## src/rtl/n101_qspi_flashwr_pkg.sv

```systemverilog
// Shared constants for the QSPI flash program engine: link protocol codes,
// engine state encodings, default flash opcodes and small helper functions.
package n101_qspi_flashwr_pkg;

    localparam logic [1:0] ProtoSingle = 2'd0;
    localparam logic [1:0] ProtoDual   = 2'd1;
    localparam logic [1:0] ProtoQuad   = 2'd2;

    localparam logic [3:0] StIdle  = 4'd0;
    localparam logic [3:0] StWren  = 4'd1;
    localparam logic [3:0] StWend  = 4'd2;
    localparam logic [3:0] StPcmd  = 4'd3;
    localparam logic [3:0] StPaddr = 4'd4;
    localparam logic [3:0] StPdata = 4'd5;
    localparam logic [3:0] StPend  = 4'd6;
    localparam logic [3:0] StSrcmd = 4'd7;
    localparam logic [3:0] StSrrd  = 4'd8;
    localparam logic [3:0] StSend  = 4'd9;

    localparam logic [7:0] DefWrenCode = 8'h06;
    localparam logic [7:0] DefProgCode = 8'h02;
    localparam logic [7:0] DefRdsrCode = 8'h05;

    // Write-in-progress flag position in the status register
    localparam int unsigned WipBit = 0;

    // Link clocks needed to move one byte for a given lane width
    function automatic logic [7:0] proto_cnt(input logic [1:0] proto);
        case (proto)
            ProtoSingle: proto_cnt = 8'd8;
            ProtoDual:   proto_cnt = 8'd4;
            ProtoQuad:   proto_cnt = 8'd2;
            default:     proto_cnt = 8'd0;
        endcase
    endfunction

    // Address byte still to send when idx bytes remain (idx 1 -> addr[7:0], 4 wraps to 0)
    function automatic logic [7:0] addr_byte(input logic [31:0] addr, input logic [7:0] idx);
        case (idx[1:0])
            2'd1:    addr_byte = addr[7:0];
            2'd2:    addr_byte = addr[15:8];
            2'd3:    addr_byte = addr[23:16];
            default: addr_byte = addr[31:24];
        endcase
    endfunction

endpackage

```

## src/rtl/n101_qspi_bytecnt.sv

```systemverilog
// Loadable down counter with a last flag (count == 0); load wins over decrement.
module n101_qspi_bytecnt #(
    parameter int unsigned Width = 8
) (
    input  logic             clock,
    input  logic             reset_n,
    input  logic             load_i,
    input  logic [Width-1:0] load_val_i,
    input  logic             dec_i,
    output logic [Width-1:0] count_o,
    output logic             last_o
);

    logic [Width-1:0] count_q, count_d;

    // Next count: reload, decrement or hold
    always_comb begin
        count_d = count_q;
        if (load_i) begin
            count_d = load_val_i;
        end else if (dec_i) begin
            count_d = count_q - Width'(1);
        end
    end

    // Count register
    always_ff @(posedge clock or negedge reset_n) begin
        if (!reset_n) begin
            count_q <= '0;
        end else begin
            count_q <= count_d;
        end
    end

    assign count_o = count_q;
    assign last_o  = (count_q == '0);

endmodule

```

## src/rtl/n101_qspi_flashwr.sv

```systemverilog
// QSPI page-program engine: Write-Enable, Page-Program (cmd/addr/data), then
// Read-Status polling until WIP clears or the poll budget runs out.
module n101_qspi_flashwr
    import n101_qspi_flashwr_pkg::*;
#(
    parameter int unsigned POLL_LIMIT = 16'hFFFF
) (
    input  logic        clock,
    input  logic        reset_n,
    input  logic        io_en,
    input  logic [1:0]  io_ctrl_proto,
    input  logic [2:0]  io_ctrl_addr_len,
    input  logic [7:0]  io_ctrl_wren_code,
    input  logic [7:0]  io_ctrl_prog_code,
    input  logic [7:0]  io_ctrl_rdsr_code,
    input  logic        io_ctrl_fmt_endian,
    output logic        io_req_ready,
    input  logic        io_req_valid,
    input  logic [31:0] io_req_bits_addr,
    input  logic [7:0]  io_req_bits_len,
    output logic        io_wdata_ready,
    input  logic        io_wdata_valid,
    input  logic [7:0]  io_wdata_bits,
    output logic        io_done_valid,
    output logic        io_done_bits_timeout,
    output logic        io_busy,
    input  logic        io_link_tx_ready,
    output logic        io_link_tx_valid,
    output logic [7:0]  io_link_tx_bits,
    input  logic        io_link_rx_valid,
    input  logic [7:0]  io_link_rx_bits,
    output logic [7:0]  io_link_cnt,
    output logic [1:0]  io_link_fmt_proto,
    output logic        io_link_fmt_endian,
    output logic        io_link_fmt_iodir,
    output logic        io_link_cs_set,
    output logic        io_link_cs_clear,
    output logic        io_link_cs_hold,
    input  logic        io_link_active,
    output logic        io_link_lock
);

    localparam logic [15:0] PollLoad = 16'(POLL_LIMIT - 1);

    logic [3:0]  state_q, state_d;
    logic [31:0] addr_q, addr_d;
    logic [7:0]  len_q, len_d;
    logic        timeout_q, timeout_d;
    logic [1:0]  phase_proto;

    logic        cnt_load, cnt_dec, cnt_last;
    logic [7:0]  cnt_load_val, cnt_val;
    logic        poll_load, poll_dec, poll_last;
    logic [15:0] poll_val;

    // Address bytes remaining, then data bytes remaining
    n101_qspi_bytecnt #(.Width(8)) u_byte_cnt (
        .clock      (clock),
        .reset_n    (reset_n),
        .load_i     (cnt_load),
        .load_val_i (cnt_load_val),
        .dec_i      (cnt_dec),
        .count_o    (cnt_val),
        .last_o     (cnt_last)
    );

    // Status reads left before giving up; loaded with POLL_LIMIT-1 so last == final read
    n101_qspi_bytecnt #(.Width(16)) u_poll_cnt (
        .clock      (clock),
        .reset_n    (reset_n),
        .load_i     (poll_load),
        .load_val_i (PollLoad),
        .dec_i      (poll_dec),
        .count_o    (poll_val),
        .last_o     (poll_last)
    );

    logic unused_sig;
    assign unused_sig = ^{io_link_rx_bits, poll_val};

    // Next-state, counter control and combinational link outputs
    always_comb begin
        state_d          = state_q;
        addr_d           = addr_q;
        len_d            = len_q;
        timeout_d        = timeout_q;
        cnt_load         = 1'b0;
        cnt_load_val     = 8'd0;
        cnt_dec          = 1'b0;
        poll_load        = 1'b0;
        poll_dec         = 1'b0;
        phase_proto      = ProtoSingle;
        io_req_ready     = 1'b0;
        io_wdata_ready   = 1'b0;
        io_done_valid    = 1'b0;
        io_link_tx_valid = 1'b0;
        io_link_tx_bits  = 8'h00;
        io_link_fmt_iodir = 1'b1;
        io_link_cs_clear = 1'b0;

        case (state_q)
            StIdle: begin
                io_req_ready = io_en;
                if (io_en && io_req_valid) begin
                    addr_d           = io_req_bits_addr;
                    len_d            = io_req_bits_len;
                    timeout_d        = 1'b0;
                    io_link_cs_clear = 1'b1;
                    state_d          = StWren;
                end
            end
            StWren: begin
                io_link_tx_valid = 1'b1;
                io_link_tx_bits  = io_ctrl_wren_code;
                if (io_link_tx_ready) state_d = StWend;
            end
            StWend: begin
                io_link_cs_clear = 1'b1;
                if (!io_link_active) state_d = StPcmd;
            end
            StPcmd: begin
                io_link_tx_valid = 1'b1;
                io_link_tx_bits  = io_ctrl_prog_code;
                if (io_link_tx_ready) begin
                    cnt_load     = 1'b1;
                    cnt_load_val = {5'd0, io_ctrl_addr_len};
                    state_d      = StPaddr;
                end
            end
            StPaddr: begin
                phase_proto      = io_ctrl_proto;
                io_link_tx_valid = 1'b1;
                io_link_tx_bits  = addr_byte(addr_q, cnt_val);
                if (io_link_tx_ready) begin
                    // A zero address length is treated as a single byte
                    if (cnt_val <= 8'd1) begin
                        cnt_load     = 1'b1;
                        cnt_load_val = len_q;
                        state_d      = StPdata;
                    end else begin
                        cnt_dec = 1'b1;
                    end
                end
            end
            StPdata: begin
                phase_proto      = io_ctrl_proto;
                io_link_tx_valid = io_wdata_valid;
                io_link_tx_bits  = io_wdata_bits;
                io_wdata_ready   = io_link_tx_ready;
                if (io_wdata_valid && io_link_tx_ready) begin
                    if (cnt_last) state_d = StPend;
                    else          cnt_dec = 1'b1;
                end
            end
            StPend: begin
                io_link_cs_clear = 1'b1;
                if (!io_link_active) begin
                    poll_load = 1'b1;
                    state_d   = StSrcmd;
                end
            end
            StSrcmd: begin
                io_link_tx_valid = 1'b1;
                io_link_tx_bits  = io_ctrl_rdsr_code;
                if (io_link_tx_ready) state_d = StSrrd;
            end
            StSrrd: begin
                // Dummy tx bytes clock the status in; only rx_valid advances polling
                io_link_tx_valid  = 1'b1;
                io_link_fmt_iodir = 1'b0;
                if (io_link_rx_valid) begin
                    if (!io_link_rx_bits[WipBit]) begin
                        state_d = StSend;
                    end else if (poll_last) begin
                        timeout_d = 1'b1;
                        state_d   = StSend;
                    end else begin
                        poll_dec = 1'b1;
                    end
                end
            end
            StSend: begin
                io_link_cs_clear = 1'b1;
                if (!io_link_active) begin
                    io_done_valid = 1'b1;
                    state_d       = StIdle;
                end
            end
            default: state_d = StIdle;
        endcase
    end

    // Engine state and latched request
    always_ff @(posedge clock or negedge reset_n) begin
        if (!reset_n) begin
            state_q   <= StIdle;
            addr_q    <= 32'd0;
            len_q     <= 8'd0;
            timeout_q <= 1'b0;
        end else begin
            state_q   <= state_d;
            addr_q    <= addr_d;
            len_q     <= len_d;
            timeout_q <= timeout_d;
        end
    end

    assign io_busy              = (state_q != StIdle);
    assign io_link_lock         = (state_q != StIdle);
    assign io_done_bits_timeout = timeout_q;
    assign io_link_fmt_proto    = phase_proto;
    assign io_link_cnt          = proto_cnt(phase_proto);
    assign io_link_fmt_endian   = io_ctrl_fmt_endian;
    assign io_link_cs_set       = 1'b1;
    assign io_link_cs_hold      = 1'b1;

endmodule

```

## config.mk

```make
export PLATFORM = sky130hd
export DESIGN_NAME = n101_qspi_flashwr
export DESIGN_NICKNAME = d
export VERILOG_FILES = /design/src/rtl/n101_qspi_flashwr_pkg.sv /design/src/rtl/n101_qspi_bytecnt.sv /design/src/rtl/n101_qspi_flashwr.sv
export SDC_FILE = /design/constraint.sdc
export NUM_CORES = 1
export LEC_CHECK = 0
export ABC_AREA = 1
export BUFFER_PORTS_ARGS = -buffer_cell sky130_fd_sc_hd__buf_2
export CELL_PAD_IN_SITES_DETAIL_PLACEMENT = 0
export CELL_PAD_IN_SITES_GLOBAL_PLACEMENT = 1
export CORE_MARGIN = 1
export CORE_UTILIZATION = 37
export CTS_CLUSTER_DIAMETER = 30
export DETAILED_ROUTE_END_ITERATION = 8
export PLACE_DENSITY_LB_ADDON = 0.12
export SLEW_MARGIN = 25
export SYNTH_ARGS = -nofsm -noshare
export SYNTH_HDL_FRONTEND = slang
export SYNTH_SLANG_ARGS = --single-unit
```

## constraint.sdc

```tcl
create_clock -name clock -period 3 [get_ports clock]
set_clock_uncertainty 0.15 [all_clocks]
set_input_delay 0.75 -clock clock [delete_from_list [all_inputs] [get_ports clock]]
set_output_delay 0.75 -clock clock [all_outputs]
set_load 0.05 [all_outputs]
```

==> flow_metrics.env, run 1 <==
export IMPL_clkTransAtPathRegs_ns=0.06
export IMPL_placedCellCount=882
export IMPL_required_ns=2.10
export IMPL_nFillCells=1246
export IMPL_vdd_ir_drop_max_v=0.0003075
export IMPL_grt_pass1_wl_microns=21300
export IMPL_grt_overflow=0
export IMPL_fin_cells=903
export IMPL_status="finished clean"
export IMPL_slew_limit_headroom_pct=60.98
export IMPL_fin_crit_ns=2.901
export IMPL_p_leak_nw=3.044
export IMPL_worst_pin_slew_ns=0.5836
export IMPL_antenna_cells=0
export IMPL_die_y_microns=112.9
export IMPL_syn_inst=649
export IMPL_fp_dieW_microns=112.9
export IMPL_core_sq_um=12010
export IMPL_dr_pass1_iters=4
export IMPL_setup_violations=0
export IMPL_syn_avg_cell_area_sq_um=7.014
export IMPL_track_usage_pct=21.51
export IMPL_rsz0062_at_grt="false"
export IMPL_core_rowCount=40
export IMPL_grt_max_degree=50
export IMPL_start_util_pct=37.90
export IMPL_worstPathArrival_ns=2.00
export IMPL_maxCapViolations=0
export IMPL_wire_per_inst_microns=14.00
export IMPL_dieArea_sq_um=12750
export IMPL_area_growth_synth_to_final_pct=21.44
export IMPL_place_congestion=0.8186
export IMPL_antenna_found_initial=0
export IMPL_tns_ns=0
export IMPL_cts_htree_levels=3
export IMPL_clockBufferDepth=2
export IMPL_ys_ff_latch=69
export IMPL_synth_warning_count=0
export IMPL_route_detailed_drc=0
export IMPL_synthArstFlopShare_pct=100.0
export IMPL_grt_pass1_vias=4306
export IMPL_startpoint_type="flop"
export IMPL_power_density_nw_per_um2=1067
export IMPL_fin_nets=852
export IMPL_maxSlewViolCount=0
export IMPL_insertion_delay_ns=0.34
export IMPL_max_freq_mhz=344.7
export IMPL_crit_path_end_kind="primary output"
export IMPL_final_util_pct=46.02
export IMPL_vias_per_cell=4.948
export IMPL_ys_flop_type="dfrtp_1"
export IMPL_cts_tree="built"
export IMPL_numPortBuffers=107
export IMPL_drive_above_1_share_pct=25.13
export IMPL_first_iter_violations=172
export IMPL_final_antenna_net_count=0
export IMPL_post_dp_hpwl_microns=9354
export IMPL_synth_edf_count=0
export IMPL_clock_sinks=69
export IMPL_cp_max_fo=7
export IMPL_timing_final_crit_share_pct=96.69
export IMPL_ys_types=43
export IMPL_syn_area_sq_um=4552
export IMPL_vias=4468
export IMPL_ioPinCount=124
export IMPL_hp_class="input port to async pin"
export IMPL_yosysSeqAreaShare_pct=37.93
export IMPL_hold_viol=0
export IMPL_wirelength_microns=12640
export IMPL_crit_type="flop to primary output"
export IMPL_numCtsBuffers=9
export IMPL_root_buffer="clkbuf_16"
stage by stage:
step	cell area (sq um)	hold WS, ns	total power [mW]	worst slack, ns
after floorplan	4571	0.2867	4.041	0.3249
after global placement	5157	0.3052	4.736	0.3022
after detailed placement	5157	0.3039	4.776	0.2938
after CTS	5477	0.2505	5.875	0.001458
after global routing	5528	0.2736	6.422	0.02073
final	5528	0.2447	5.898	0.09933
registers in the layout (all words and copies together), names as in the netlist:
register              cells
state_q                   4
len_q                     8
u_poll_cnt.count_o       16
addr_q                   32
io_done_bits_timeout      1
u_byte_cnt.count_o        8
cell type report:
type                    instances  area, sq um  area share, %
multi-input cells             503         2471          44.70
flip-flops and latches         69         1729          31.28
repair buffers                122        675.6          12.22
clock buffers                   9        225.2          4.074
well taps                     147        183.9          3.327
inverters                      46        178.9          3.237
clock inverters                 7        63.81          1.154
cell usage in the layout (no fill, tap or decap), types with 2 or more instances in the layout:
cell / n
inv_1: 34
clkbuf_16: 9
nand3_1: 115
inv_2: 10
nor3_1: 2
buf_2: 106
nand2_1: 254
o21ai_0: 8
a21oi_1: 16
dfrtp_2: 2
o211ai_1: 8
ha_1: 4
nand2_4: 6
ha_2: 2
nand2_2: 2
buf_4: 14
nand4_1: 9
nor2_2: 5
buf_12: 2
or2_2: 2
inv_8: 2
nor2_1: 30
inv_6: 3
conb_1: 7
clkinvlp_4: 3
o21ai_2: 8
xor2_1: 3
dfrtp_1: 67
nor2_4: 6
synthesized netlist by cell type (2+ instances only):
cell      number  area [sq um]
nand2_1      254         953.4
nand3_1      115         575.6
dfrtp_1       69          1727
inv_1         38         142.6
nor2_1        30         112.6
a21oi_1       16         80.08
buf_2         13         65.06
buf_4         10         75.07
nand4_1        9         56.30
o211ai_1       8         60.06
o21ai_0        8         40.04
o21ai_2        8         70.07
clkbuf_1       7         26.28
ha_1           7         87.58
inv_2          7         26.28
nand2_4        6         67.56
nor2_2         6         37.54
nor2_4         5         56.30
xor2_1         3         26.28
buf_1          2         7.510
buf_8          2         30.03
conb_1         2         7.510
nand2_2        2         12.51
nor3_1         2         10.01
or2_2          2         12.51
where the power goes:
group	leakage [nW]	internal (mW)	switching (mW)
clock network	0.137	0.580	0.462
registers	0.864	1.34	0.306
logic	2.04	1.03	2.17
total	3.04	2.96	2.94
worst paths after layout:
| kind | from | endpoint | slack [ns] | depth (start not counted) |
|---|---|---|---|---|
| worst max register to register | u_byte_cnt.count_o[1]$_DFFE_PN0P_ | state_q[3]$_DFFE_PN0P_ | 0.91 | 10 |
| worst min register to register | addr_q[30]$_DFFE_PN0P_ | addr_q[30]$_DFFE_PN0P_ | 0.32 | 2 |
| worst max-delay path | u_byte_cnt.count_o[0]$_DFFE_PN0P_ | io_link_tx_bits[7] | 0.1 | 7 |
| min in group clock | addr_q[30]$_DFFE_PN0P_ | addr_q[30]$_DFFE_PN0P_ | 0.32 | 2 |
| worst min-delay path | reset_n | u_poll_cnt.count_o[4]$_DFFE_PN0P_ | 0.24 | 1 |
| max in group asynchronous | reset_n | u_byte_cnt.count_o[0]$_DFFE_PN0P_ | 1.78 | 2 |
worst max-delay path: stages (launching register included):
cell	delay, ns
dfrtp_2	0.44
inv_2	0.12
ha_4	0.20
clkinvlp_4	0.17
buf_4	0.17
o211ai_1	0.23
nand3_1	0.12
buf_2	0.22
cell families (layout without fill, tap and decap cells):
logic type	Yosys count	count (layout)	share of synthesized area [%]
buffers and inverters	82	184	8.686
AOI/OAI and AO/OA	49	49	7.230
other	2	7	0.1650
DFF	69	69	37.93
and+or+nand+nor	436	436	43.29
adders and majority gates	7	7	1.924
xor gates and xnor gates	4	4	0.7698
routing by layer:
metal	GRT usage (%)	share of wire [%]	vias up
met2	35.80	47	94
li1	-	-	2305
met3	2.946	3.6	15
met4	8.158	1.5	0
met1	28.56	48	2054
met5	0	0	-
what timing repair did:
item	4_1_cts	5_1_grt
setup endpoints to repair	8	8
hold buffers	0	0
setup buffers	2	3
gates resized for setup	2	11
pin swaps	1	2
No activity file was read; power rests on OpenSTA's default activity.
==> run 2, diff against run 1 <==
--- a/config.mk
+++ b/config.mk
@@ -14,6 +14,7 @@
 export CTS_CLUSTER_DIAMETER = 30
 export DETAILED_ROUTE_END_ITERATION = 8
 export PLACE_DENSITY_LB_ADDON = 0.12
+export REMOVE_ABC_BUFFERS = 1
 export SLEW_MARGIN = 25
 export SYNTH_ARGS = -nofsm -noshare
 export SYNTH_HDL_FRONTEND = slang
==> run 2 against run 1 <==
  * Utilization down 0.18 points
  * Maximum frequency up 1.3%
  * Critical endpoint is now io_link_tx_bits[6]
  * Critical path type unchanged
  * Power up 1.1%
==> flow_metrics.env, run 2 (synthesis gave the netlist of run 1 again) <==
export IMPL_wire_per_inst_microns=14.39
export IMPL_worstPathArrival_ns=1.96
export IMPL_hold_viol=0
export IMPL_grt_pass1_vias=4351
export IMPL_numPortBuffers=107
export IMPL_place_congestion=0.8221
export IMPL_core_rowCount=40
export IMPL_status="finished clean"
export IMPL_antenna_found_initial=2
export IMPL_max_freq_mhz=349.3
export IMPL_final_util_pct=45.84
export IMPL_crit_type="flop to primary output"
export IMPL_dieArea_sq_um=12750
export IMPL_vias=4458
export IMPL_dpl_cell_area_sq_um=5150
export IMPL_regMostFlops="addr_q"
export IMPL_hold_ws_ns=0.2445
export IMPL_maxSlewViolCount=0
export IMPL_core_sq_um=12010
export IMPL_cts_tree="built"
export IMPL_clockBufferDepth=2
export IMPL_vias_per_cell=4.953
export IMPL_clock_sinks=69
export IMPL_r2r_slack_ns=0.79
export IMPL_required_ns=2.10
export IMPL_slowest_stage="dfrtp_2"
export IMPL_start_util_pct=37.90
export IMPL_root_buffer="clkbuf_16"
export IMPL_p_leak_nw=3.045
export IMPL_rsz0062_at_grt="false"
export IMPL_maxCapViolations=0
export IMPL_wirelength_microns=12950
export IMPL_first_iter_violations=260
export IMPL_drive_above_1_share_pct=24.23
export IMPL_tns_ns=0
export IMPL_track_usage_pct=21.92
export IMPL_slew_limit_headroom_pct=66.27
export IMPL_worst_slack_ns=0.1375
export IMPL_finalInstanceArea_sq_um=5507
export IMPL_post_dp_hpwl_microns=9321
export IMPL_most_common_layout_cells="nand2_1 (254), nand3_1 (115), buf_2 (106), dfrtp_1 (66), inv_1 (36)"
export IMPL_die_y_microns=112.9
export IMPL_cp_max_fo=12
export IMPL_largest_register_ffs=32
export IMPL_hp_class="input port to async pin"
export IMPL_fin_crit_ns=2.862
export IMPL_crit_path_cell_trace="inv_1 > ha_1 > buf_4 > a21oi_1 > a31o_2 > nand2_1 > buf_2"
export IMPL_final_antenna_net_count=0
export IMPL_dr_pass1_iters=4
export IMPL_power_density_nw_per_um2=1083
export IMPL_area_growth_synth_to_final_pct=20.97
export IMPL_setup_violations=0
export IMPL_route_detailed_drc=0
export IMPL_multiInputGateArea_sq_um=2454
export IMPL_grt_overflow=0
export IMPL_ioPinCount=124
export IMPL_final_common_cell="nand2_1"
export IMPL_fin_nets=848
export IMPL_insertion_delay_ns=0.33
export IMPL_cts_htree_levels=3
export IMPL_register_area_sq_um=1730
export IMPL_slowest_delay_ns=0.43
export IMPL_clkTransAtPathRegs_ns=0.06
export IMPL_dp_slack_ns=0.3656
export IMPL_grt_max_degree=70
export IMPL_timing_final_crit_share_pct=95.42
export IMPL_grt_pass1_wl_microns=21580
export IMPL_worst_pin_slew_ns=0.5021
export IMPL_fp_dieW_microns=112.9
export IMPL_numCtsBuffers=9
export IMPL_vdd_ir_drop_max_v=0.0004189
export IMPL_nFillCells=1273
export IMPL_crit_path_end_kind="primary output"
export IMPL_startpoint_type="flop"
[run 2: cell types whose count changed in the layout (fill, tap and decap cells not counted), sizes merged]
cell | previous run | this run
bufinv | 0 | 2
diode | 0 | 2
inv | 50 | 46
clkinv | 0 | 1
clkinvlp | 3 | 0
buf | 122 | 117
clkbuf | 9 | 13
[run 2: timing repair]
| item | 4_1_cts | 5_1_grt |
|---|---|---|
| gates resized for setup | 1 | 7 |
| pin swaps | 0 | 2 |
| buffers inserted | 0 | 2 |
| endpoints found under the setup margin | 1 | 8 |
| hold buffers | 0 | 0 |
[run 2: power breakdown]
part / internal (mW) / total, mW / switching [mW]
Combinational: 0.971 / 3.13 / 2.16
Clock: 0.770 / 1.17 / 0.398
Sequential: 1.34 / 1.67 / 0.321
[run 2: cell type report]
| type | instances | share of cell area, % |
|---|---|---|
| multi-input combinational | 503 | 44.56 |
| sequential | 69 | 31.42 |
| timing repair buffer | 118 | 11.50 |
| clock buffer | 12 | 4.658 |
| tap | 147 | 3.340 |
| inverter | 46 | 3.181 |
| clock inverter | 3 | 1.250 |
| antenna | 2 | 0.09089 |
[run 2: metrics by stage]
stage / power [mW] / std cells
after floorplan: 3.939 / 618
after global placement: 4.737 / 881
after detailed placement: 4.792 / 881
after CTS: 5.990 / 896
after global routing: 6.472 / 900
final: 5.965 / 900
[run 2: layer usage]
| layer | track usage, % | part of all wire [%] | wire length, microns |
|---|---|---|---|
| met1 | 26.67 | 44 | 5717 |
| met2 | 38.64 | 51 | 6586 |
| met3 | 3.428 | 2.5 | 321 |
| met4 | 9.211 | 2.5 | 326 |
| met5 | 0 | 0 | 0 |
[run 2: path summary, 6_finish.rpt]
kind,startpoint,cells after the start,to
worst max-delay path,u_byte_cnt.count_o[0]$_DFFE_PN0P_,7,io_link_tx_bits[6]
max in group asynchronous,reset_n,2,u_byte_cnt.count_o[2]$_DFFE_PN0P_
worst min register to register,len_q[4]$_DFFE_PN0P_,2,len_q[4]$_DFFE_PN0P_
worst max register to register,u_byte_cnt.count_o[0]$_DFFE_PN0P_,11,state_q[1]$_DFFE_PN0P_
min in group clock,len_q[4]$_DFFE_PN0P_,2,len_q[4]$_DFFE_PN0P_
worst min-delay path,reset_n,2,u_poll_cnt.count_o[4]$_DFFE_PN0P_
[run 2: worst max-delay path: cells and delay by family, from the launching register on]
family,cells,cell delay (ns)
AO/OA/AOI/OAI,2,0.32
adder cells (fa/ha/maj),1,0.20
buffers and inverters,3,0.62
flip-flops,1,0.43
AND/OR/NAND/NOR,1,0.05
==> run 3, diff against run 2 <==
--- a/config.mk
+++ b/config.mk
@@ -6,13 +6,13 @@
 export NUM_CORES = 1
 export LEC_CHECK = 0
 export ABC_AREA = 1
-export BUFFER_PORTS_ARGS = -buffer_cell sky130_fd_sc_hd__buf_2
 export CELL_PAD_IN_SITES_DETAIL_PLACEMENT = 0
 export CELL_PAD_IN_SITES_GLOBAL_PLACEMENT = 1
 export CORE_MARGIN = 1
-export CORE_UTILIZATION = 37
+export CORE_UTILIZATION = 45
 export CTS_CLUSTER_DIAMETER = 30
 export DETAILED_ROUTE_END_ITERATION = 8
+export DONT_BUFFER_PORTS = 1
 export PLACE_DENSITY_LB_ADDON = 0.12
 export REMOVE_ABC_BUFFERS = 1
 export SLEW_MARGIN = 25
==> constraint.sdc (replaced) <==
create_clock -name clock -period 2.7 [get_ports clock]
set_clock_uncertainty 0.15 [all_clocks]
set_input_delay 0.675 -clock clock [delete_from_list [all_inputs] [get_ports clock]]
set_output_delay 0.675 -clock clock [all_outputs]
set_load 0.05 [all_outputs]
==> run 3 against run 2 <==
  * The run now ends with setup timing left
  * Worst hold slack worse by 0.20 ns
  * Final area down 1.6%
  * Die area shrank 17%
  * Critical path type unchanged
  * Largest cell class unchanged
==> flow_metrics.env, run 3 (synthesis gave the netlist of run 1 again) <==
export IMPL_status="finished, violations left"
export IMPL_violations="setup timing"
export IMPL_rsz0062_at_grt="true"
export IMPL_vias=4288
export IMPL_drive_above_1_share_pct=20.38
export IMPL_r2r_slack_ns=0.55
export IMPL_startpoint_type="flop"
export IMPL_start_util_pct=46.57
export IMPL_worstPathArrival_ns=1.90
export IMPL_antenna_cells=0
export IMPL_internal_power_mw=3.530
export IMPL_core_rowCount=36
export IMPL_numCtsBuffers=9
export IMPL_setup_violations=1
export IMPL_worst_slack_ns=-0.02502
export IMPL_root_buffer="clkbuf_8"
export IMPL_grt_max_degree=70
export IMPL_clock_sinks=69
export IMPL_combPwrFrac_pct=61.2
export IMPL_final_antenna_net_count=0
export IMPL_route_detailed_drc=0
export IMPL_dr_pass1_iters=4
export IMPL_final_common_cell="nand2_1"
export IMPL_power_density_nw_per_um2=1270
export IMPL_largest_register_ffs=32
export IMPL_fin_nets=788
export IMPL_crit_type="flop to primary output"
export IMPL_fin_crit_ns=2.725
export IMPL_max_freq_mhz=367.0
export IMPL_place_congestion=0.8415
export IMPL_p_leak_nw=2.850
export IMPL_dieArea_sq_um=10520
export IMPL_wire_per_inst_microns=15.21
export IMPL_grt_pass1_wl_microns=19840
export IMPL_clkTransAtPathRegs_ns=0.08
export IMPL_regMostFlops="addr_q"
export IMPL_required_ns=1.88
export IMPL_slew_limit_headroom_pct=63.50
export IMPL_post_dp_hpwl_microns=8735
export IMPL_fin_cells=825
export IMPL_seqPwrFrac_pct=27.2
export IMPL_crit_path_end_kind="primary output"
export IMPL_vdd_ir_drop_max_v=0.0006381
export IMPL_timing_final_crit_share_pct=100.9
export IMPL_power_switching_mw=3.350
export IMPL_antenna_found_initial=0
export IMPL_track_usage_pct=24.73
export IMPL_insertion_delay_ns=0.35
export IMPL_maxCapViolations=0
export IMPL_ioPinCount=124
export IMPL_vias_per_cell=5.198
export IMPL_cts_htree_levels=3
export IMPL_worst_pin_slew_ns=0.5474
export IMPL_cts_tree="built"
export IMPL_cp_max_fo=5
export IMPL_placedCellCount=780
export IMPL_grt_pass1_vias=3991
export IMPL_wirelength_microns=12550
export IMPL_hold_viol=0
export IMPL_total_power_mw=6.879
export IMPL_hp_class="input port to async pin"
export IMPL_nFillCells=964
export IMPL_die_y_microns=102.6
export IMPL_maxSlewViolCount=0
export IMPL_fp_dieW_microns=102.6
export IMPL_swShare_pct=48.69
export IMPL_clockBufferDepth=2
export IMPL_area_growth_synth_to_final_pct=19.02
export IMPL_most_common_layout_cells="nand2_1 (252), nand3_1 (112), dfrtp_1 (65), buf_4 (43), inv_1 (34)"
export IMPL_grt_overflow=0
export IMPL_pwr_share_clk_pct=11.6
export IMPL_first_iter_violations=187
export IMPL_core_sq_um=9774
export IMPL_numPortBuffers=0
[run 3: routing by layer]
layer  GRT usage (%)  up-vias  share of wire, %
met2           42.77       95                49
li1                -     2166                 -
met1           31.20     2008                43
met4           6.264        0               1.5
met3           5.627       19               5.6
met5               0        -                 0
[run 3: layout make-up]
class / instances / area, sq um / area share [%]
multi-input combinational: 503 / 2544 / 46.95
sequential: 69 / 1732 / 31.96
timing repair buffer: 58 / 595.6 / 10.99
inverter: 46 / 196.4 / 3.626
tap: 133 / 166.4 / 3.072
clock buffer: 10 / 137.6 / 2.540
clock inverter: 6 / 46.29 / 0.8545
[run 3: final timing paths]
kind                                                    from                           endpoint  depth (start not counted)
max                        u_byte_cnt.count_o[0]$_DFFE_PN0P_                 io_link_tx_bits[2]                          6
max reg2reg                u_byte_cnt.count_o[1]$_DFFE_PN0P_  u_byte_cnt.count_o[2]$_DFFE_PN0P_                         11
min                                                  reset_n             addr_q[25]$_DFFE_PN0P_                          1
min reg2reg                           addr_q[16]$_DFFE_PN0P_             addr_q[16]$_DFFE_PN0P_                          2
max in group asynchronous                            reset_n             state_q[0]$_DFFE_PN0P_                          1
min in group clock                      io_req_bits_addr[12]             addr_q[12]$_DFFE_PN0P_                          2
[run 3: repair_timing]
item                                    4_1_cts  5_1_grt
resized for setup                            14       26
hold buffers                                  1        0
setup buffers                                14       14
hold endpoints to repair                     69        0
pin swaps                                     5       21
endpoints found under the setup margin        8        9
[run 3: power by group through the flow]
stage / combinational (mW) / clock, mW / sequential [mW]
finish: 4.21 / 0.796 / 1.87
global route: 4.63 / 0.870 / 1.93
CTS: 3.92 / 0.812 / 1.86
detailed placement: 3.68 / 0 / 1.88
global placement: 3.63 / 0 / 1.87
floorplan: 2.59 / 0 / 1.79
[run 3: critical path, cell delays in order, from the launching register on]
cell	delay, ns
dfrtp_1	0.42
inv_2	0.11
ha_4	0.19
clkinvlp_4	0.15
o211ai_1	0.33
nand3_2	0.17
buf_12	0.18
[run 3: per-stage QoR]
stage | worst slack [ns] | setup TNS [ns] | utilization, % | hold slack [ns] | instance area (sq um)
after floorplan | -1.320 | -15.95 | - | 0.2294 | 4350
after global placement | 0.1643 | 0 | 49.46 | 0.2310 | 4835
after detailed placement | 0.1426 | 0 | 49.46 | 0.2319 | 4835
after CTS | -0.02789 | -0.02789 | 53.05 | 0.07077 | 5185
after global routing | -0.1053 | -0.5787 | 55.43 | 0.04462 | 5418
final | -0.02502 | -0.02502 | 55.43 | 0.04254 | 5418
